===== src/rtl/idma_aw_coupler_pkg.sv =====
// Shared constants and helpers for the AW coupler and its FIFO.
package idma_aw_coupler_pkg;

  localparam int unsigned DefaultAxInFlight = 8;

  function automatic bit is_pow2_min2(input int unsigned v);
    return (v >= 2) && ((v & (v - 1)) == 0);
  endfunction

endpackage


===== src/rtl/idma_sync_fifo.sv =====
// In-order FIFO, synchronous active-high reset, no fall-through (read data is registered state).
module idma_sync_fifo
  import idma_aw_coupler_pkg::*;
#(
  parameter int unsigned Depth   = DefaultAxInFlight,
  parameter type         dtype_t = logic
) (
  input  logic   clk_i,
  input  logic   rst_i,
  input  logic   push_i,
  input  dtype_t data_i,
  output logic   full_o,
  input  logic   pop_i,
  output dtype_t data_o,
  output logic   empty_o
);

  localparam int unsigned AddrW = $clog2(Depth);
  localparam logic [AddrW:0] PtrOne = 1;

  // Extra MSB on each pointer tells full from empty when the indices match.
  logic [AddrW:0] wr_ptr_q, wr_ptr_d, rd_ptr_q, rd_ptr_d;
  dtype_t         mem_q [Depth];
  logic           push, pop;

  assign full_o  = (wr_ptr_q[AddrW] != rd_ptr_q[AddrW]) &&
                   (wr_ptr_q[AddrW-1:0] == rd_ptr_q[AddrW-1:0]);
  assign empty_o = (wr_ptr_q == rd_ptr_q);
  assign push    = push_i & ~full_o;
  assign pop     = pop_i & ~empty_o;
  assign data_o  = mem_q[rd_ptr_q[AddrW-1:0]];

  always_comb begin
    wr_ptr_d = wr_ptr_q;
    rd_ptr_d = rd_ptr_q;
    if (push) wr_ptr_d = wr_ptr_q + PtrOne;
    if (pop)  rd_ptr_d = rd_ptr_q + PtrOne;
  end

  always_ff @(posedge clk_i) begin
    if (rst_i) begin
      wr_ptr_q <= '0;
      rd_ptr_q <= '0;
    end else begin
      wr_ptr_q <= wr_ptr_d;
      rd_ptr_q <= rd_ptr_d;
    end
  end

  always_ff @(posedge clk_i) begin
    if (push) mem_q[wr_ptr_q[AddrW-1:0]] <= data_i;
  end

`ifndef SYNTHESIS
  a_depth_legal: assert property (@(posedge clk_i) is_pow2_min2(Depth));
  a_no_push_full: assert property (@(posedge clk_i) disable iff (rst_i) !(push_i && full_o));
  a_no_pop_empty: assert property (@(posedge clk_i) disable iff (rst_i) !(pop_i && empty_o));
`endif

endmodule


===== src/rtl/idma_aw_coupler.sv =====
// Holds write AWs back until the matching read burst has delivered its first R beat,
// unless the AW is flagged decoupled; strict in-order issue, one-cycle buffer latency.
module idma_aw_coupler
  import idma_aw_coupler_pkg::*;
#(
  parameter int unsigned NumAxInFlight = DefaultAxInFlight,
  parameter type         aw_chan_t     = logic
) (
  input  logic     clk_i,
  input  logic     rst_i,
  input  aw_chan_t aw_req_i,
  input  logic     aw_decouple_i,
  input  logic     aw_valid_i,
  output logic     aw_ready_o,
  input  logic     r_first_i,
  input  logic     r_decouple_i,
  output aw_chan_t aw_req_o,
  output logic     aw_valid_o,
  input  logic     aw_ready_i,
  output logic     busy_o
);

  localparam int unsigned CntW   = $clog2(NumAxInFlight + 1);
  localparam logic [CntW-1:0] MaxCnt = CntW'(NumAxInFlight);
  localparam logic [CntW-1:0] CntOne = 1;

  typedef struct packed {
    aw_chan_t aw;
    logic     decouple;
  } entry_t;

  entry_t          in_entry, head;
  logic            full, empty, push, pop;
  logic            inc, coupled_pop, aw_release;
  logic [CntW-1:0] cnt_q, cnt_d;

  always_comb begin
    in_entry          = '0;
    in_entry.aw       = aw_req_i;
    in_entry.decouple = aw_decouple_i;
  end

  idma_sync_fifo #(
    .Depth   (NumAxInFlight),
    .dtype_t (entry_t)
  ) i_aw_fifo (
    .clk_i   (clk_i),
    .rst_i   (rst_i),
    .push_i  (push),
    .data_i  (in_entry),
    .full_o  (full),
    .pop_i   (pop),
    .data_o  (head),
    .empty_o (empty)
  );

  assign aw_ready_o = ~full;
  assign push       = aw_valid_i & aw_ready_o;

  // A credit arriving this cycle releases the head immediately instead of a cycle later.
  assign inc         = r_first_i & ~r_decouple_i;
  assign aw_release  = head.decouple | (cnt_q != '0) | inc;
  assign aw_valid_o  = ~empty & aw_release;
  assign aw_req_o    = head.aw;
  assign pop         = aw_valid_o & aw_ready_i;
  assign coupled_pop = pop & ~head.decouple;
  assign busy_o      = ~empty | (cnt_q != '0);

  always_comb begin
    cnt_d = cnt_q;
    if (inc && !coupled_pop) begin
      if (cnt_q != MaxCnt) cnt_d = cnt_q + CntOne;
    end else if (!inc && coupled_pop) begin
      cnt_d = cnt_q - CntOne;
    end
  end

  always_ff @(posedge clk_i) begin
    if (rst_i) cnt_q <= '0;
    else       cnt_q <= cnt_d;
  end

`ifndef SYNTHESIS
  a_cnt_overflow: assert property (@(posedge clk_i) disable iff (rst_i)
    !(inc && !coupled_pop && (cnt_q == MaxCnt)));
  a_aw_stable: assert property (@(posedge clk_i) disable iff (rst_i)
    (aw_valid_o && !aw_ready_i) |=> (aw_valid_o && $stable(aw_req_o)));
  a_no_push_full: assert property (@(posedge clk_i) disable iff (rst_i)
    !(push && full));
`endif

endmodule


===== config.mk =====
export PLATFORM = sky130hd
export DESIGN_NAME = idma_aw_coupler
export DESIGN_NICKNAME = d
export VERILOG_FILES = /design/src/rtl/idma_aw_coupler_pkg.sv /design/src/rtl/idma_sync_fifo.sv /design/src/rtl/idma_aw_coupler.sv
export SDC_FILE = /design/constraint.sdc
export NUM_CORES = 1
export LEC_CHECK = 0
export ABC_CLOCK_PERIOD_IN_PS = 5700
export CORE_MARGIN = 3
export CORE_UTILIZATION = 60
export CTS_BUF_LIST = sky130_fd_sc_hd__clkbuf_16
export DETAILED_ROUTE_END_ITERATION = 6
export PLACE_DENSITY = 0.78
export RECOVER_POWER = 50
export SETUP_SLACK_MARGIN = 0.02
export SKIP_CTS_REPAIR_TIMING = 1
export SKIP_LAST_GASP = 1
export SLEW_MARGIN = 20
export SYNTH_ARGS = -nofsm -noshare
export SYNTH_HDL_FRONTEND = slang
export SYNTH_HIERARCHICAL = 1
export SYNTH_SLANG_ARGS = --single-unit

===== constraint.sdc =====
create_clock -name clk_i -period 5.7 [get_ports clk_i]
set_input_delay 1.14 -clock clk_i [delete_from_list [all_inputs] [get_ports clk_i]]
set_output_delay 1.14 -clock clk_i [all_outputs]
set_load 0.01 [all_outputs]

==> flow_summary.toml, run 1 <==
[sta]
finClkSkew_ns = 0.00114
slew-limit-headroom_pct = 44.3
rsz0062_at_grt = "false"
fin_crit_sh_pct = 66.6
setup-tns-final_ns = 0
slew_viol_final = 0
setup_ws_ns = 1.90
final-hold-violation-count = 0
min_period_ns = 3.80
finalSetupViolations = 0
worst_pin_slew_ns = 0.832
max_clock_freq_ghz = 0.263

[drt]
wl_per_cell_um = 17.3
vias_per_cell = 6.28
route.detailed.drc = 0
routed_wl_mm = 3.42
dr_total_vias = 1237
dr.pass1.iters = 5
drt_iter0_markers = 76
drtAntennaViolNets = 0

[place]
globalplace.congestion = 0.859
portBuffers = 11
hpwl_mm = 2.39
pre_cts_slack_ns = 1.91

[global_route]
grt_remaining_overflow = 0
grt_pass1_vias = 1225
antenna_found_initial = 0
grtUsageTotal_pct = 21.8
grt_max_degree = 27
grt_pass1_wl_mm = 5.82

[floorplan]
core_um2 = 2810
fp-row-count = 19
start_util_pct = 64.1
fp.dieH_um = 60.8
die_w_um = 60.8
num_io_pins = 12
die-area_um2 = 3690

[critical_path]
reg2reg_depth = 9
critPathMaxStageDelay_ns = 0.56
cp_slowest_cell = "clkdlybuf4s50_1"
crit_type = "in2out"
cp.arrival_ns = 2.66
cpMostUsedCell = "clkdlybuf4s50_1"
cp_data_required_time_ns = 4.56
crit_chain = "clkdlybuf4s50_1 -> and2b_1 -> nor3_2 -> nor2_1 -> clkdlybuf4s50_1"
timing.rr.end = "cnt_q[3]"
worstSetupEndpointType = "primary output"
start_kind = "input port"
reg2reg_slack_ns = 2.34
cp_max_fo = 5

[layout]
num-nets-final = 178
antenna_cells = 0
area_growth_pct = 14.3
utilization_pct = 73.3
drive_gt1_share_pct = 15.7

[hold_path]
min_path_cells = 2
holdPathEnd = "i_aw_fifo/rd_ptr_q[1]"
min_path_type = "reg2reg"
min_from = "i_aw_fifo/rd_ptr_q[1]"

[cts]
cts_tree = "yes"
numCtsBuffers = 5
clockBufferDepth = 2
clock_latency_ns = 0.27
clockRootBuffer = "clkbuf_16"
h-tree-depth = 2
clk_pin_slew_ns = 0.05
cts_sinks = 31

[synth]
synth_area_um2 = 1800
synthCells = 156
synth-seq-cells = 31
ys_top_cells_by_area = "edfxtp_1 27%, dfxtp_1 17%, mux4_2 6.3%, mux2_2 3.8%, ha_1 2.8%"
yosysTopAreaCell = "edfxtp_1"
async_flop_share_pct = 0
ys.flop_type = "edfxtp_1"
synth_top_area_share_pct = 26.7
syn-mean-instance-area_um2 = 11.5
yosysSeqAreaShare_pct = 43.4
synth_edf_count = 16
synth_cell_types = 48
yosysWarnings = 6
syn_nets = 169

[power]
ir_worst_vdd_mv = 0.224
power_density_nw_per_um2 = 332
leakagePower_nw = 0.751

[run_status]
outcome = "finished, final reports clean"

[job]
cap_viol_max_count = 0
==> synth_stat cells (4+ instances only) <==
cell type	instances
edfxtp_1	16
dfxtp_1	15
nor2_1	10
nand2b_1	8
nor2b_1	8
mux2_2	6
nand2_1	6
mux4_2	5
xnor2_1	5
ha_1	4
mux2i_1	4
nor3_1	4
o21ai_0	4
xor2_1	4
==> layer usage <==
layer  wire length [um]  GRT usage [%]  part of all wire [%]  vias up
met5                  0              0                     0        -
met2               1730           33.9                    51       27
met1               1500           28.4                    44      601
met4                 35           8.36                   1.0        0
met3                145           7.02                   4.2        4
li1                   -              -                     -      605
==> worst max path at each step <==
stage                            start  cells past startpoint  slack (ns)          to
after floorplan           r_decouple_i                      3        2.94  aw_valid_o
after global placement       r_first_i                      5        1.98  aw_valid_o
after detailed placement     r_first_i                      5        1.91  aw_valid_o
after CTS                    r_first_i                      5        1.90  aw_valid_o
after global routing         r_first_i                      5        1.85  aw_valid_o
final                        r_first_i                      5        1.90  aw_valid_o
==> critical path, delay by kind of cell <==
kind / cells / cell delay (ns)
AND/OR/NAND/NOR: 3 / 0.43
buffers and inverters: 2 / 1.09
==> registers in the layout, indices dropped and copies added, names as in the netlist, named ones only <==
signal / cells
i_aw_fifo/wr_ptr_q: 4
cnt_q: 4
i_aw_fifo/rd_ptr_q: 4
i_aw_fifo/mem_q: 16
==> layout by cell type (no fill, tap or decap), types with 5 or more instances in the layout <==
| master | Yosys | final |
|---|---|---|
| clkdlybuf4s50_1 | 0 | 7 |
| nor2b_1 | 8 | 8 |
| clkbuf_16 | 0 | 5 |
| mux2_2 | 6 | 6 |
| mux4_2 | 5 | 5 |
| xnor2_1 | 5 | 5 |
| nand2_1 | 6 | 6 |
| edfxtp_1 | 16 | 16 |
| nor2_1 | 10 | 10 |
| dfxtp_1 | 15 | 15 |
| nand2b_1 | 8 | 8 |
==> cell type report <==
cell class                 instances  area [um^2]
sequential                        31          781
multi-input combinational        115          960
inverter                           1         3.75
clock inverter                     3         38.8
fill                             208          748
clock buffer                       5          125
tap                               31         38.8
timing repair buffer              11          110
==> through the flow <==
stage	hold slack [ns]	instances	power, mW	instance area (um^2)
after detailed placement	0.593	189	0.391	1890
after global placement	0.572	189	0.387	1890
after global routing	0.636	197	0.717	2060
after floorplan	0.537	156	0.356	1800
after CTS	0.606	197	0.688	2060
final	0.603	197	0.682	2060
==> logic make-up (layout without fill, tap and decap cells) <==
kind of cell	count (synthesis)	after routing	share of synthesized area, %
simple gates	62	62	22.0
flops	31	31	43.4
compound gates	21	21	8.97
mux	18	18	14.1
buf+inv	10	20	3.27
xor+xnor	9	9	4.38
fa+ha+maj	5	5	3.89
==> power breakdown <==
group | switching, mW | internal (mW) | total [mW]
Clock | 0.0908 | 0.203 | 0.294
Sequential | 0.0200 | 0.247 | 0.267
Combinational | 0.0601 | 0.0616 | 0.122
Power figures use the tool's default switching activity.
==> inputs of run 2 (changes only) <==
ABC_CLOCK_PERIOD_IN_PS = 4000   (was 5700)
CORE_UTILIZATION = 58   (was 60)
PLACE_DENSITY = 0.76   (was 0.78)
clock period = 4 ns   (was 5.7 ns; I/O delays follow)
==> run 2 against run 1 <==
Clock skew grew 0.0057 ns. Wire length grew 0.35%. Combinational power grew 43%. Count of clock-buffer cells in the layout is the same. Register-to-register slack lost 1.6 ns. Die area grew 3.1%. First-iteration DRC count grew 9.2%. Worst setup slack lost 1.2 ns. Global-route usage shrank 0.36 points. Utilization shrank 1.3 points. Critical path depth grew 5. Via count grew 2.2%. Critical endpoint is now cnt_q[3]. Largest cell class unchanged.
==> flow_summary.toml, run 2 (synthesis results as in run 1) <==
[layout]
num-nets-final = 179
drive_gt1_share_pct = 14.4
finalInstanceArea_um2 = 2050
largest_register_ffs = 16
antenna_cells = 0
area_growth_pct = 14.2
final_common_cell = "edfxtp_1"
layout_common_cells = "16 x edfxtp_1, 15 x dfxtp_1, 10 x nor2_1, 9 x clkdlybuf4s50_1"

[critical_path]
cp_max_fo = 14
cpMostUsedCell = "mux4_2"
cp_data_required_time_ns = 4.20
critPathMaxStageDelay_ns = 0.55
reg2reg_slack_ns = 0.69
cp.arrival_ns = 3.51
start_kind = "flop"
worstSetupEndpointType = "flop"
crit_type = "reg2reg"
cp_slowest_cell = "mux4_2"
crit_chain = "mux4_2 -> mux2_2 -> nor3b_2 -> clkbuf_1 -> nand2b_1 -> ha_1 -> a21o_1 -> a21oi_1 -> mux4_2 -> nor2_1"

[sta]
max_clock_freq_ghz = 0.302
slew_viol_final = 0
worst_pin_slew_ns = 0.825
final-hold-violation-count = 0
finClkSkew_ns = 0.00681
fin_crit_sh_pct = 82.7
min_period_ns = 3.31
setup-tns-final_ns = 0
finalSetupViolations = 0
slew-limit-headroom_pct = 44.8
rsz0062_at_grt = "false"

[place]
globalplace.congestion = 0.847
place_area_um2 = 1900
portBuffers = 11
hpwl_mm = 2.50

[global_route]
grt_pass1_wl_mm = 5.82
grt_pass1_vias = 1265
grtUsageTotal_pct = 21.5
grt_remaining_overflow = 0
antenna_found_initial = 0
grt_max_degree = 27

[floorplan]
core_um2 = 2850
die_w_um = 61.7
die-area_um2 = 3810
fp.dieH_um = 61.7
start_util_pct = 63.1
num_io_pins = 12
fp-row-count = 19

[drt]
wl_per_cell_um = 17.3
route.detailed.drc = 0
vias_per_cell = 6.38
dr.pass1.iters = 4
drt_iter0_markers = 83
drtAntennaViolNets = 0
dr_total_vias = 1264
routed_wl_mm = 3.43

[cts]
clockBufferDepth = 2
numCtsBuffers = 5
clock_latency_ns = 0.27
cts_tree = "yes"
h-tree-depth = 2
cts_sinks = 31
clk_pin_slew_ns = 0.05
clockRootBuffer = "clkbuf_16"

[hold_path]
min_path_type = "reg2reg"

[power]
power_density_nw_per_um2 = 470
ir_worst_vdd_mv = 0.269
leakagePower_nw = 0.755

[job]
cap_viol_max_count = 0

[run_status]
outcome = "finished, final reports clean"
==> run 2: critical path, delay by kind of cell (launching register included) <==
kind / cells / cell delay, ns
multiplexers: 3 / 1.17
AND/OR/NAND/NOR: 3 / 0.54
flip-flops: 1 / 0.47
buffers and inverters: 1 / 0.45
AO/OA/AOI/OAI: 2 / 0.33
adder cells (fa/ha/maj): 1 / 0.27
==> run 2: final timing paths <==
path	from	end	cells after the start
setup / recovery	flop	cnt_q[3]	10
hold / removal	i_aw_fifo/rd_ptr_q[1]	i_aw_fifo/rd_ptr_q[1]	2
setup reg to reg	flop	cnt_q[3]	10
hold reg to reg	i_aw_fifo/rd_ptr_q[1]	i_aw_fifo/rd_ptr_q[1]	2
==> run 2: per-layer routing <==
| layer | track usage, % | routed length, um | vias up |
|---|---|---|---|
| li1 | - | - | 607 |
| met1 | 26.4 | 1440 | 609 |
| met4 | 11.5 | 99 | 0 |
| met3 | 3.93 | 155 | 10 |
| met5 | 0 | 0 | - |
| met2 | 35.7 | 1730 | 38 |
==> run 2: where the power goes <==
group / total (mW) / leakage, nW / switching [mW] / internal (mW)
Sequential: 0.380 / 0.268 / 0.0281 / 0.352
Clock: 0.412 / 0.0864 / 0.124 / 0.288
Combinational: 0.174 / 0.401 / 0.0852 / 0.0888
==> run 2: through the flow <==
stage	util [%]	power [mW]	instances	setup WS, ns	hold slack, ns
floorplan	-	0.508	156	1.35	0.537
global placement	66.6	0.552	190	0.955	0.559
detailed placement	66.6	0.560	190	0.883	0.588
CTS	72.3	0.977	198	0.812	0.596
global route	72.0	1.01	198	0.479	0.643
finish	72.0	0.966	198	0.694	0.586
==> run 2: layout make-up <==
type                    instances  area [um^2]
multi-input cells             115          955
inverters                       1         3.75
well taps                      31         38.8
repair buffers                 12          114
clock inverters                 3         37.5
clock buffers                   5          125
fillers                       211          798
flip-flops and latches         31          781
